### config.mk
export PLATFORM = sky130hd
export DESIGN_NAME = generador_bounty
export DESIGN_NICKNAME = d
export VERILOG_FILES = /design/src/rtl/generador_bounty.sv
export SDC_FILE = /design/constraint.sdc
export NUM_CORES = 1
export LEC_CHECK = 0
export BUFFER_PORTS_ARGS = -buffer_cell sky130_fd_sc_hd__buf_2
export CORE_ASPECT_RATIO = 0.7
export CORE_MARGIN = 2
export CORE_UTILIZATION = 48
export CTS_CLUSTER_SIZE = 16
export DETAILED_ROUTE_END_ITERATION = 7
export PLACE_DENSITY = 0.78
export SLEW_MARGIN = 20
export SYNTH_ARGS = -nofsm -noshare
export SYNTH_HDL_FRONTEND = slang
export SYNTH_SLANG_ARGS = --single-unit
### constraint.sdc
create_clock -name clk -period 2.64 [get_ports clk]
set_clock_uncertainty 0.2 [all_clocks]
set_input_delay 0.264 -clock clk [delete_from_list [all_inputs] [get_ports clk]]
set_output_delay 0.264 -clock clk [all_outputs]
set_load 0.01 [all_outputs]
### src/rtl/generador_bounty.sv
// Nonce-search controller: appends nonces to the latched block, asks the hash core for a digest and
// publishes the first nonce whose hash MSBs fall below the target. Optional macro GENERADOR_LIMITE_EN.
module generador_bounty #(
   parameter int unsigned        BLK_W     = 96,
   parameter int unsigned        NONCE_W   = 24,
   parameter int unsigned        TARGET_W  = 8,
   parameter logic [NONCE_W-1:0] MAX_NONCE = '1
) (
   input  logic                     clk,
   input  logic                     reset_L,
   input  logic                     start,
   input  logic [1:0]               rd_ptr,
   input  logic [BLK_W-1:0]         bloque_in,
   input  logic [TARGET_W-1:0]      target,
   output logic                     hash_req,
   output logic [BLK_W+NONCE_W-1:0] hash_data,
   input  logic                     hash_ack,
   input  logic [23:0]              hash_in,
   output logic [NONCE_W-1:0]       bounty,
   output logic                     bounty_valid,
   output logic                     busy,
   output logic                     agotado
);

   localparam int unsigned HASH_W = 24;

`ifdef GENERADOR_LIMITE_EN
   localparam bit LimitEn = 1'b1;
`else
   localparam bit LimitEn = 1'b0;
`endif

   typedef enum logic [1:0] {
      StIdle,
      StReq,
      StCheck,
      StDone
   } state_e;

   state_e                state_q, state_d;
   logic [BLK_W-1:0]      bloque_lat_q, bloque_lat_d;
   logic [1:0]            ptr_lat_q, ptr_lat_d;
   logic [TARGET_W-1:0]   target_lat_q, target_lat_d;
   logic [TARGET_W-1:0]   hash_lat_q, hash_lat_d;
   logic [NONCE_W-1:0]    nonce_q, nonce_d;
   logic [NONCE_W-1:0]    bounty_q, bounty_d;
   logic                  bounty_valid_q, bounty_valid_d;
   logic                  agotado_q, agotado_d;

   logic                  entry_latch;
   logic                  hit;
   logic                  limit_reached;

   // Only the compared MSB slice of the digest matters.
   logic unused_hash_lsbs;
   assign unused_hash_lsbs = ^hash_in[HASH_W-TARGET_W-1:0];

   assign hit           = (hash_lat_q < target_lat_q);
   assign limit_reached = LimitEn && (nonce_q == MAX_NONCE);

   always_comb begin
      state_d        = state_q;
      bloque_lat_d   = bloque_lat_q;
      ptr_lat_d      = ptr_lat_q;
      target_lat_d   = target_lat_q;
      hash_lat_d     = hash_lat_q;
      nonce_d        = nonce_q;
      bounty_d       = bounty_q;
      bounty_valid_d = 1'b0;
      agotado_d      = agotado_q;
      entry_latch    = 1'b0;

      unique case (state_q)
         StIdle: begin
            if (start) entry_latch = 1'b1;
         end
         StReq: begin
            if (hash_ack) begin
               hash_lat_d = hash_in[HASH_W-1 -: TARGET_W];
               state_d    = StCheck;
            end
         end
         StCheck: begin
            if (hit) begin
               bounty_d       = nonce_q;
               bounty_valid_d = 1'b1;
               state_d        = StDone;
            end else if (limit_reached) begin
               // Exhausted range still publishes so the output stage advances.
               agotado_d      = 1'b1;
               bounty_d       = MAX_NONCE;
               bounty_valid_d = 1'b1;
               state_d        = StDone;
            end else begin
               nonce_d = nonce_q + NONCE_W'(1);
               state_d = StReq;
            end
         end
         StDone: begin
            // The output stage advancing rd_ptr is what chains the next search.
            if (rd_ptr != ptr_lat_q) entry_latch = 1'b1;
         end
         default: state_d = StIdle;
      endcase

      if (entry_latch) begin
         bloque_lat_d = bloque_in;
         ptr_lat_d    = rd_ptr;
         target_lat_d = target;
         nonce_d      = '0;
         agotado_d    = 1'b0;
         state_d      = StReq;
      end
   end

   always_ff @(posedge clk or negedge reset_L) begin
      if (!reset_L) begin
         state_q        <= StIdle;
         bloque_lat_q   <= '0;
         ptr_lat_q      <= '0;
         target_lat_q   <= '0;
         hash_lat_q     <= '0;
         nonce_q        <= '0;
         bounty_q       <= '0;
         bounty_valid_q <= 1'b0;
         agotado_q      <= 1'b0;
      end else begin
         state_q        <= state_d;
         bloque_lat_q   <= bloque_lat_d;
         ptr_lat_q      <= ptr_lat_d;
         target_lat_q   <= target_lat_d;
         hash_lat_q     <= hash_lat_d;
         nonce_q        <= nonce_d;
         bounty_q       <= bounty_d;
         bounty_valid_q <= bounty_valid_d;
         agotado_q      <= agotado_d;
      end
   end

   assign hash_req     = (state_q == StReq);
   assign hash_data    = {bloque_lat_q, nonce_q};
   assign busy         = (state_q == StReq) || (state_q == StCheck);
   assign bounty       = bounty_q;
   assign bounty_valid = bounty_valid_q;
   assign agotado      = agotado_q;

`ifndef SYNTHESIS
   a_req_stable: assert property (@(posedge clk) disable iff (!reset_L)
      (state_q == StReq && !hash_ack) |=> $stable(hash_data) && hash_req);

   a_valid_in_done: assert property (@(posedge clk) disable iff (!reset_L)
      bounty_valid |-> (state_q == StDone));

   a_valid_pulse: assert property (@(posedge clk) disable iff (!reset_L)
      bounty_valid |=> !bounty_valid);
`endif

endmodule

Word-level counts from Yosys, hierarchy flattened
Cells that the tools add are included.
- mux-type cells: 12
- reductions and logical operators: 8
- eq/ne operators: 6
- $lt $le $gt $ge: 1
- add/sub/neg operators: 1
- operators with widths (kind ; count):
    2-to-1 mux 24 bit ; 3
    adder 24 x 1 -> 24 bit, second input constant ; 1
    less-than comparator 8 bit ; 1
    AND reduction 2 bit ; 4
    2-to-1 mux 2 bit ; 3
    == test 2 bit, second input constant ; 2
    2-to-1 mux 1 bit ; 4
    case mux 2 bit (2 select lines) ; 1
    != test 3 x 1 -> 1 bit, second input constant ; 1
    nonzero test 3 bit ; 1
    == test 2 x 1 -> 1 bit, second input constant ; 1
    logical NOT 2 bit ; 1
    != test 2 bit ; 1
    != test 2 bit, second input constant ; 1
    case mux 1 bit (2 select lines) ; 1
    nonzero test 2 bit ; 1
    logical OR 1 bit ; 1
- output and inout bits: 148
- bits of input ports: 134
- logic and storage cells: 36
- register bits after elaboration: 165

Logic depth before layout (Yosys ltp)
- depth in word-level cells: 5
- gate-level depth with buffers: 9

Worst setup path after synthesis
No wires, ideal clock.
- path kind: register to register
- start: register hash_lat_q[1]
- end: register bounty_q[10], in the netlist bounty[10]
- path slack: 514 ps
- cell stages (with the launch flop): 7
- path buffers: 1
- data arrival time: 1799 ps
- required time: 2312 ps
- clock period less this slack: 2126 ps
- cell sequence: dfrtp_1 -> ha_1 -> a2111o_1 -> a21oi_4 -> nand2_2 -> buf_2 -> mux2_1
- cells in the longest elaborated chain, start to end: 2
- ends and longest elaborated chain (element ; line ; text):
    start: declaration ; 44 ; logic [TARGET_W-1:0] hash_lat_q, hash_lat_d;
    start signal: assignment ; 132 ; hash_lat_q <= hash_lat_d;
    less-than comparator 8 bit ; 58 ; assign hit = (hash_lat_q < target_lat_q);
    AND reduction 2 bit (no line) ; n/a ;
    end signal: assignment ; 134 ; bounty_q <= bounty_d;
    end: declaration ; 46 ; logic [NONCE_W-1:0] bounty_q, bounty_d;
Every way passes these cells.
A chain may end at the register's enable or synchronous reset.

Final worst setup path
- start: register target_lat_q[7]
- end: register nonce_q[17]
- cells in the longest elaborated chain, start to end: 3
- ends and longest elaborated chain (element ; line ; text):
    start: declaration ; 43 ; logic [TARGET_W-1:0] target_lat_q, target_lat_d;
    start signal: assignment ; 131 ; target_lat_q <= target_lat_d;
    less-than comparator 8 bit ; 58 ;
    != test 2 bit (no line) ; n/a ;
    AND reduction 2 bit (no line) ; n/a ;
    end signal: assignment ; 133 ; nonce_q <= nonce_d;
    end: declaration ; 45 ; logic [NONCE_W-1:0] nonce_q, nonce_d;
Every way passes these cells.

==> reports/qor.csv <==
stage,metric,value,unit
timing,final slew viol count,0,
synth,dominant cell type by area after synthesis,dfrtp_1,
setup_path,CP required,2.77,ns
synth,Yosys reg bits,165,
setup_path,Crit-path slowest cell,or4_1,
finish,Post-Layout Cell Count,1287,
global_route,initial antenna violation count,1,
finish,Fillers,929,
outcome,outcome,completed,
detailed_routing,number of remaining DRC errors,0,
synth,Yosys top cell area share,59.55,%
clock_network,H-tree lvl count,4,
synth,top post-synthesis cells by count,"nand2_1 (315), dfrtp_1 (165), a21oi_1 (24)",
global_route,largest net degree at the start of global routing,67,
clock_network,post_cts resized,0,
setup_path,Buf/Inv on CP,2,
synth,top-count cell post-synth,nand2_1,
detailed_routing,Avg WL per Cell,16.39,um
setup_path,R2R setup slack,0.19,ns
detailed_routing,Iteration-0 DRC Markers,405,
detailed_routing,final wirelength,21.10,mm
clock_network,clock buffer depth,2,
synth,post-synthesis xor/xnor area fraction,0.2526,%
synth,main combinational cell family by area after synthesis,simple AND/OR/NAND/NOR gates,
global_route,grt total ovfl,0,
placement,placed cell area,8523,sq um
synth,top_reg_cell synth,dfrtp_1,
synth,Synth warnings,0,
detailed_routing,"antenna viol nets, final",0,
timing,Relative slew margins,66.68,%
timing,FMAX,408.8,MHz
finish,Nets,1229,
synth,register area share after synthesis,59.55,%
setup_path,Worst setup EP type,flop,
finish,Area growth syn-to-layout,47.96,%
clock_network,worst skew pair latency,0.41,ns
timing,Setup TNS,0,ns
power,LEAKAGE,5.616,nW
clock_network,root buffer cell,clkbuf_16,
synth,Synth Net Count,853,
clock_network,CTS buffer count,17,
detailed_routing,DR vias/cell,5.163,
setup_path,Max stage delay on crit path,0.52,ns
floorplanning,die height,104.6,um
floorplanning,Starting Density,49.50,%
floorplanning,Die W,147.7,um
global_route,first-pass GRT wire length,34.00,mm
power,maximum vdd drop,0.7853,mV
placement,# placed instances,1138,
floorplanning,Die ar.,15440,sq um
synth,syn avg cell area,9.808,sq um
timing,Final min period,2.446,ns
setup_path,type of the worst setup path,flop to flop,
synth,post-synth cell types,39,
placement,HPWL Detailed,12.03,mm
floorplanning,num rows,36,
setup_path,Startpoint Class,flop,
setup_path,cell mode on critical path,a21oi_1,
synth,mux cell area share after synthesis,5.774,%
clock_network,Clock transition at path regs,0.06,ns
setup_path,critical path's top delay family,simple AND/OR/NAND/NOR gates,
global_route,vias in the first global route,6687,
setup_path,Critical Path Fanout Max,39,
synth,adder and majority cell fraction of the synthesized area,2.165,%
synth,Gate Count Post-Synth,707,
timing,final worst slack,0.1937,ns
placement,Routability Congestion,0.7648,
floorplanning,Top Ports,282,
worst_hold_path,worst min path class,input pin to asynchronous set/reset pin,
synth,asr flop ratio synth,100.0,%
run,max_cap viols,0,
synth,Synth Area in Simple Gates,23.04,%
setup_path,critical path cell sequence,"inv_1, ha_1, nand4_1, a21oi_1, a21oi_4, buf_4, or4_1, a21oi_1",
placement,I/O Buffers,264,
global_route,met3 usage,6.725,%
global_route,met1 GRT Util,34.04,%
floorplanning,core footprint,14010,sq um
global_route,global-route layer with the greatest usage,met2,
synth,synth top area cells,"dfrtp_1 (60%), nand2_1 (17%), mux2_1 (2.9%)",
timing,Fin. Hold Viols,0,
global_route,Global Route Usage Sum,27.87,%
global_route,M2 GR Usage,47.28,%
finish,fin area,10260,sq um
setup_path,CP arrival,2.58,ns
clock_network,clock sink count,165,
synth,post-synthesis cell area,6934,sq um
power,PwrDens,1140,nW/um^2
placement,pre-CTS WS,0.2590,ns
timing,Least-Margin Pin Slew,0.4987,ns
synth,"EDFF count, synth",0,
clock_network,CTS tree,built,
timing,setup repair after global routing missed its margin,no,
detailed_routing,Pre-antenna DRT Iters,5,
synth,post-synthesis compound-gate area fraction,5.955,%
finish,layout cells sized above 1,30.38,%
timing,final worst-path cycle share,92.66,%
timing,final setup fails,0,
detailed_routing,via count,6645,
[timing repair]
item | in CTS | in global routing
setup buffers | 0 | 0
hold buffers | 116 | 0
setup endpoints to repair | 0 | 0
hold endpoints to repair | 157 | 0
[per-layer routing]
metal,routed length [um],vias up,share of wire [%]
met1,8269,3185,39
li1,-,3079,-
met4,735,0,3.5
met2,10630,322,50
met3,1464,59,6.9
met5,0,-,0
[worst reg2reg max path, delay by kind of cell (launching register included)]
kind	cells	cell delay, ns
compound gates	3	0.56
fa+ha+maj	1	0.32
buf+inv	2	0.31
flops	1	0.33
simple gates	2	0.64
[power by group]
group / internal [mW] / switching [mW]
Clock: 1.33 / 1.08
Sequential: 3.53 / 0.551
Combinational: 1.93 / 3.27
Total: 6.79 / 4.90
[path summary, 6_finish.rpt]
path                                  startpoint                to  cells after the start
worst max-delay path             target_lat_q[7]       nonce_q[17]                      8
worst min-delay path                     reset_L       nonce_q[21]                      2
worst max register to register   target_lat_q[7]       nonce_q[17]                      8
worst min register to register  bloque_lat_q[63]  bloque_lat_q[63]                      2
max in group asynchronous                reset_L      ptr_lat_q[1]                      3
min in group clk                           start   target_lat_q[5]                      4
[cells in the final DEF, fill, tap and decap left out, types with 12 or more instances in the layout]
master | synthesis | layout
or4_1 | 17 | 17
clkbuf_16 | 0 | 17
mux2_2 | 14 | 14
a21oi_1 | 24 | 23
buf_2 | 12 | 263
nand2_1 | 315 | 315
inv_1 | 12 | 12
ha_1 | 12 | 12
o21ai_0 | 16 | 16
dlygate4sd3_1 | 0 | 116
dfrtp_1 | 165 | 165
o31ai_1 | 17 | 17
mux2_1 | 18 | 18
[flip-flops by register name (all words and copies together), names as in the netlist]
register      cells
target_lat_q      8
bloque_lat_q     96
nonce_q          24
bounty           24
hash_lat_q        8
bounty_valid      1
ptr_lat_q         2
state_q           2
[stage by stage]
stage / power, mW / hold WS (ns) / utilization, %
floorplan: 7.039 / -0.2316 / -
global placement: 8.756 / 0.01920 / 60.84
detailed placement: 8.933 / 0.02133 / 60.84
CTS: 11.48 / 0.1429 / 73.22
global route: 12.50 / 0.1515 / 73.24
finish: 11.69 / 0.1422 / 73.24
[area by class of cell]
cell class | instances | area (sq um) | area share, %
multi-input combinational | 491 | 2601 | 25.35
clock inverter | 14 | 143.9 | 1.402
tap | 190 | 237.7 | 2.317
antenna | 1 | 2.502 | 0.02439
clock buffer | 18 | 429.2 | 4.183
inverter | 12 | 45.04 | 0.4390
sequential | 165 | 4129 | 40.24
timing repair buffer | 396 | 2671 | 26.04
[cells by family (layout without fill, tap and decap cells)]
kind of cell             Yosys count  count (layout)
adder cells (fa/ha/maj)           12              12
buffers and inverters             51             440
AO/OA/AOI/OAI                     66              66
multiplexers                      36              36
AND/OR/NAND/NOR                  374             374
flip-flops                       165             165
other                              1               2
XOR/XNOR                           2               2
No activity file was read; power rests on OpenSTA's default activity.
